`src/rtl/seg7_pkg.sv`:
```
// Shared constants for the 7-segment receive path: bus widths and the
// active-high glyph table (bit 0 = a ... bit 6 = g).
package seg7_pkg;

  localparam int SEG_W = 7;
  localparam int NIB_W = 4;

  localparam logic [SEG_W-1:0] GLYPH_0 = 7'h3F;
  localparam logic [SEG_W-1:0] GLYPH_1 = 7'h06;
  localparam logic [SEG_W-1:0] GLYPH_2 = 7'h5B;
  localparam logic [SEG_W-1:0] GLYPH_3 = 7'h4F;
  localparam logic [SEG_W-1:0] GLYPH_4 = 7'h66;
  localparam logic [SEG_W-1:0] GLYPH_5 = 7'h6D;
  localparam logic [SEG_W-1:0] GLYPH_6 = 7'h7D;
  localparam logic [SEG_W-1:0] GLYPH_7 = 7'h07;
  localparam logic [SEG_W-1:0] GLYPH_8 = 7'h7F;
  localparam logic [SEG_W-1:0] GLYPH_9 = 7'h6F;
  localparam logic [SEG_W-1:0] GLYPH_A = 7'h77;
  localparam logic [SEG_W-1:0] GLYPH_B = 7'h7C;
  localparam logic [SEG_W-1:0] GLYPH_C = 7'h39;
  localparam logic [SEG_W-1:0] GLYPH_D = 7'h5E;
  localparam logic [SEG_W-1:0] GLYPH_E = 7'h79;
  localparam logic [SEG_W-1:0] GLYPH_F = 7'h71;

  // Indexed by nibble value: GLYPHS[n] is the pattern for hex digit n.
  localparam logic [15:0][SEG_W-1:0] GLYPHS = {
    GLYPH_F, GLYPH_E, GLYPH_D, GLYPH_C, GLYPH_B, GLYPH_A, GLYPH_9, GLYPH_8,
    GLYPH_7, GLYPH_6, GLYPH_5, GLYPH_4, GLYPH_3, GLYPH_2, GLYPH_1, GLYPH_0
  };

endpackage

```
`src/rtl/seg_pat_dec.sv`:
```
// Reverse glyph lookup: active-high segment pattern to hex nibble, with a
// hit flag that is low for any pattern outside the 16-glyph table.
module seg_pat_dec
  import seg7_pkg::*;
(
  input  logic [SEG_W-1:0] pat,
  output logic             hit,
  output logic [NIB_W-1:0] nib
);

  always_comb begin
    hit = 1'b0;
    nib = '0;
    for (int i = 0; i < 16; i++) begin
      if (pat == GLYPHS[i]) begin
        hit = 1'b1;
        nib = NIB_W'(i);
      end
    end
  end

endmodule

```
`src/rtl/seg7_scan_rx.sv`:
```
// Multiplexed 7-segment bus monitor: debounces each digit's pattern, decodes
// it back to hex and publishes a full word once every slot has been captured.
module seg7_scan_rx
  import seg7_pkg::*;
#(
  parameter int DIGITS         = 4,
  parameter int STABLE_CYC     = 4,
  parameter bit SEG_ACTIVE_LOW = 1'b1
) (
  input  logic                    iCLK,
  input  logic                    iRST_N,
  input  logic [SEG_W-1:0]        iSEG7,
  input  logic [DIGITS-1:0]       iDIG_EN,
  input  logic                    iClr,
  output logic [NIB_W*DIGITS-1:0] oValue,
  output logic                    oValid,
  output logic [DIGITS-1:0]       oDigErr,
  output logic                    oBadPat
);

  localparam logic [7:0] RUN_MAX = 8'(STABLE_CYC);

  logic [DIGITS-1:0]       en_p0;
  logic [SEG_W-1:0]        seg_p0;
  logic [7:0]              run_p0;
  logic                    onehot;
  logic                    same;
  logic                    capture;
  logic [7:0]              run_nxt;
  logic [SEG_W-1:0]        pat_hi;
  logic                    dec_hit;
  logic [NIB_W-1:0]        dec_nib;
  logic [DIGITS-1:0]       good_mask;
  logic [DIGITS-1:0]       seen;
  logic [DIGITS-1:0]       seen_nxt;
  logic [DIGITS-1:0]       dig_err;
  logic [NIB_W*DIGITS-1:0] slot;
  logic [NIB_W*DIGITS-1:0] slot_nxt;
  logic [NIB_W*DIGITS-1:0] value;
  logic                    valid;
  logic                    bad_pat;

  function automatic logic is_onehot(input logic [DIGITS-1:0] v);
    return (v != '0) && ((v & (v - DIGITS'(1))) == '0);
  endfunction

  assign pat_hi = SEG_ACTIVE_LOW ? ~iSEG7 : iSEG7;

  seg_pat_dec u_dec (
    .pat (pat_hi),
    .hit (dec_hit),
    .nib (dec_nib)
  );

  // Stage p0: run tracking against the previous sample; the count saturates
  // so a held pattern produces a single capture however long it lasts.
  always_comb begin
    onehot = is_onehot(iDIG_EN);
    same   = onehot && (iDIG_EN == en_p0) && (iSEG7 == seg_p0) && (run_p0 != 8'd0);
    if (!onehot)
      run_nxt = 8'd0;
    else if (!same)
      run_nxt = 8'd1;
    else if (run_p0 >= RUN_MAX)
      run_nxt = RUN_MAX;
    else
      run_nxt = run_p0 + 8'd1;
    capture = onehot && (run_nxt == RUN_MAX) && !(same && (run_p0 == RUN_MAX));
  end

  always_comb begin
    good_mask = (capture && dec_hit) ? iDIG_EN : '0;
    seen_nxt  = seen | good_mask;
    slot_nxt  = slot;
    for (int i = 0; i < DIGITS; i++) begin
      if (good_mask[i])
        slot_nxt[NIB_W*i +: NIB_W] = dec_nib;
    end
  end

  // Stage p1: slot, frame and error registers; iClr discards this edge's capture.
  always_ff @(posedge iCLK) begin
    if (!iRST_N) begin
      en_p0   <= '0;
      seg_p0  <= '0;
      run_p0  <= '0;
      seen    <= '0;
      dig_err <= '0;
      slot    <= '0;
      value   <= '0;
      valid   <= 1'b0;
      bad_pat <= 1'b0;
    end else begin
      en_p0   <= onehot ? iDIG_EN : '0;
      seg_p0  <= iSEG7;
      run_p0  <= run_nxt;
      valid   <= 1'b0;
      bad_pat <= 1'b0;
      if (iClr) begin
        seen    <= '0;
        dig_err <= '0;
      end else begin
        if (capture && !dec_hit) begin
          dig_err <= dig_err | iDIG_EN;
          bad_pat <= 1'b1;
        end
        slot <= slot_nxt;
        if (seen_nxt == '1) begin
          value <= slot_nxt;
          valid <= 1'b1;
          seen  <= '0;
        end else begin
          seen <= seen_nxt;
        end
      end
    end
  end

  assign oValue  = value;
  assign oValid  = valid;
  assign oDigErr = dig_err;
  assign oBadPat = bad_pat;

endmodule

```
`config.mk`:
```
export PLATFORM = sky130hd
export DESIGN_NAME = seg7_scan_rx
export DESIGN_NICKNAME = d
export VERILOG_FILES = /design/src/rtl/seg7_pkg.sv /design/src/rtl/seg_pat_dec.sv /design/src/rtl/seg7_scan_rx.sv
export SDC_FILE = /design/constraint.sdc
export NUM_CORES = 1
export LEC_CHECK = 0
export CAP_MARGIN = 20
export CORE_MARGIN = 2
export CORE_UTILIZATION = 35
export CTS_BUF_LIST = sky130_fd_sc_hd__clkbuf_2 sky130_fd_sc_hd__clkbuf_4 sky130_fd_sc_hd__clkbuf_8
export DETAILED_ROUTE_END_ITERATION = 8
export HOLD_SLACK_MARGIN = 0.02
export MAX_ROUTING_LAYER = met4
export PLACE_DENSITY_LB_ADDON = 0.1
export SYNTH_ARGS = -nofsm -noshare
export SYNTH_HDL_FRONTEND = slang
export SYNTH_SLANG_ARGS = --single-unit
```
`constraint.sdc`:
```
create_clock -name iCLK -period 3.99 [get_ports iCLK]
set_input_delay 1.197 -clock iCLK [delete_from_list [all_inputs] [get_ports iCLK]]
set_output_delay 1.197 -clock iCLK [all_outputs]
set_load 0.1 [all_outputs]
```
==> flow_metrics.py <==
metrics = {
    "run_status": {
        "status": "finished clean",
    },
    "setup_path": {
        "cp.arrival_ns": 4.12,
        "critical_path_required_ns": 4.26,
        "endpoint_kind": "register",
        "start_kind": "primary input",
        "critical_path.max_fanout": 34,
        "critPathKind": "in2reg",
    },
    "timing": {
        "finalHoldViolations": 0,
        "timing.fmax_ghz": 0.259,
        "setup_ws_ns": 0.134,
        "slew_headroom_pct": 34.8,
        "clock_skew_ns": 0.00864,
        "fin_setup_tns_ns": 0,
        "finalMaxSlewViolations": 0,
        "setup_viol": 0,
        "period_share_pct": 96.7,
        "min_period_ns": 3.86,
        "worstMarginPinSlew_ns": 0.975,
    },
    "grt": {
        "antenna_found_initial": 0,
        "grt_usage_pct": 16.7,
        "grt_max_degree": 44,
        "grt-ovfl-total": 0,
        "grt_pass1_vias": 2440,
        "grt_first_pass_wirelength_um": 11700,
    },
    "floorplanning": {
        "die_h_um": 96.4,
        "ioPinCount": 36,
        "chipWidth_um": 96.4,
        "coreArea_sq_um": 8260,
        "start_util_pct": 36.2,
        "rows": 33,
        "die-area_sq_um": 9300,
    },
    "drt": {
        "postRouteAntennaNets": 0,
        "dr_total_vias": 2551,
        "viasPerCell": 5.01,
        "detail_route.iter0.violations": 79,
        "drcViolationCount": 0,
        "drt_wl_total_um": 6990,
        "first_pass_iters": 4,
        "wire_per_inst_um": 13.7,
    },
    "synthesis": {
        "ys_types": 46,
        "synth-xor-area-share_pct": 4.06,
        "synthTopCellsByArea": "dfxtp_1 (41%), mux2i_1 (9.4%), a21boi_1 (4.0%)",
        "synth_top_area_share_pct": 40.9,
        "yosysSeqAreaShare_pct": 40.9,
        "yosysTopAreaCell": "dfxtp_1",
        "avgSynthCellArea_sq_um": 9.34,
        "synth-compound-area-share_pct": 14.3,
        "yosys_warnings": 0,
        "synth_edf_count": 0,
        "synth_top_family_by_area": "simple AND/OR/NAND/NOR gates",
        "ys_async_sr_fraction_pct": 0,
        "synth_most_common_cell": "dfxtp_1",
        "ys_top_cells_by_count": "dfxtp_1 (61), mux2i_1 (28), o21ai_1 (17), or3_1 (17)",
        "ys.flop_type": "dfxtp_1",
        "synth_mux_area_share_pct": 9.38,
        "synth_cells": 320,
        "ys_ff_latch": 61,
        "synthSimpleGateAreaFrac_pct": 24.4,
        "synth_fa_ha_area_share_pct": 0.837,
        "synth_area_sq_um": 2990,
    },
    "placed_design": {
        "port_buffers": 35,
        "place_ws_ns": -0.427,
        "hpwl_um": 4810,
        "placed_cells": 490,
        "gp_congestion": 0.860,
    },
    "hold_path": {
        "min_path_type": "reg2reg",
    },
    "clock_network": {
        "cts.htree.levels": 3,
        "clk-insertion-delay-late_ns": 0.33,
        "cts_buffer_depth": 2,
        "numCtsBuffers": 9,
        "tritoncts": "done",
        "ctsHoldBuffers": 0,
        "cts.sinks": 61,
        "root_buffer": "clkbuf_8",
        "path_clk_slew_ns": 0.08,
    },
    "power_and_ir_drop": {
        "power_density_nw_per_um2": 337,
        "peakVddDrop_mv": 0.159,
        "totalPowerFinal_mw": 1.34,
        "leakagePower_nw": 1.56,
    },
    "final_layout": {
        "regArea_sq_um": 1220,
        "fin_nets": 415,
        "instances_no_fill": 509,
        "multi_input_area_sq_um": 1610,
        "fin_util_pct": 48.1,
        "fillCellCount": 831,
        "drive_gt1_share_pct": 19.3,
        "insertedDiodeCount": 0,
        "synthToLayoutAreaGrowth_pct": 32.8,
    },
    "run": {
        "maxCapViolCount": 0,
    },
}
==> sequential cells by signal (all words and copies together), names as in the netlist <==
register and flops:
oValue 16, seg_p0 7, run_p0 8, seen 4
oBadPat 1, slot 16, en_p0 4, oValid 1
oDigErr 4
==> power by group <==
part           internal, mW  total, mW  leakage, nW  switching [mW]
sequential            0.616      0.620        0.495         0.00334
clock                 0.310      0.582        0.103           0.272
combinational        0.0684      0.136        0.964          0.0672
total                 0.995       1.34         1.56           0.343
==> timing repair <==
| item | 4_1_cts | 5_1_grt |
|---|---|---|
| gates resized for setup | 1 | 4 |
| pin swaps | 0 | 1 |
| cloned | 0 | 0 |
| endpoints found under the hold margin | 0 | 0 |
| setup buffers | 0 | 3 |
| setup endpoints to repair | 16 | 16 |
==> per-stage QoR <==
stage               hold slack (ns)  area (sq um)
floorplan                     0.438          3000
global placement              0.462          3720
detailed placement            0.470          3720
CTS                           0.482          3940
global route                  0.498          3970
finish                        0.478          3970
==> worst max-delay path, stage by stage <==
cell and delay (ns):
clkdlybuf4s50_1 0.53, nor4bb_1 0.39, and3_1 0.24, a311o_1 0.14, or4b_4 0.19, a41oi_1 0.16
or4_4 0.59, buf_12 0.18, or3_1 0.36, a21boi_1 0.13
==> cells by family after synthesis <==
| logic type | count (synthesis) |
|---|---|
| buffers and inverters | 31 |
| muxes | 28 |
| xor gates and xnor gates | 13 |
| other | 1 |
| and+or+nand+nor | 120 |
| DFF | 61 |
| adders and majority gates | 2 |
| AOI/OAI and AO/OA | 64 |
==> layout make-up <==
type                            instances  area share, %
Multi-Input combinational cell        232           40.5
Sequential cell                        61           30.8
Timing Repair Buffer                   90           19.8
Clock buffer                           10           3.47
Tap cell                              105           3.31
Clock inverter                          6           1.73
Inverter                                5          0.473
==> routing by layer <==
| layer | vias up | GRT usage [%] | share of wire (%) |
|---|---|---|---|
| met5 | - | - | 0 |
| met4 | 0 | 6.57 | 1.5 |
| met3 | 11 | 3.18 | 2.4 |
| met2 | 41 | 25.6 | 45 |
| met1 | 1192 | 21.7 | 52 |
| li1 | 1307 | - | - |
==> cells in the final DEF (no fill, tap or decap), types with 5 or more instances in the layout <==
master and count:
dfxtp_1 61, buf_4 53, clkdlybuf4s50_1 33, mux2i_1 28
o21ai_1 17, or3_1 17, nor2b_1 16, nor2_1 16
a21boi_1 16, nand2_1 12, xnor2_1 11, and2_1 10
nand4_1 10, clkbuf_8 10, o21ai_0 9, nor3_1 7
nand3_1 7, a21boi_0 6, inv_1 5, conb_1 5
==> path summary, 6_finish.rpt <==
path	startpoint	endpoint	slack [ns]	cells after the start
worst max-delay path	iSEG7[1]	oValue[1]$_SDFFE_PN0P_	0.13	10
worst min-delay path	oValue[12]$_SDFFE_PN0P_	oValue[12]$_SDFFE_PN0P_	0.48	2
worst max register to register	run_p0[0]$_SDFF_PN0_	oValue[1]$_SDFFE_PN0P_	1.05	10
worst min register to register	oValue[12]$_SDFFE_PN0P_	oValue[12]$_SDFFE_PN0P_	0.48	2
(Power assumes the default switching activity.)
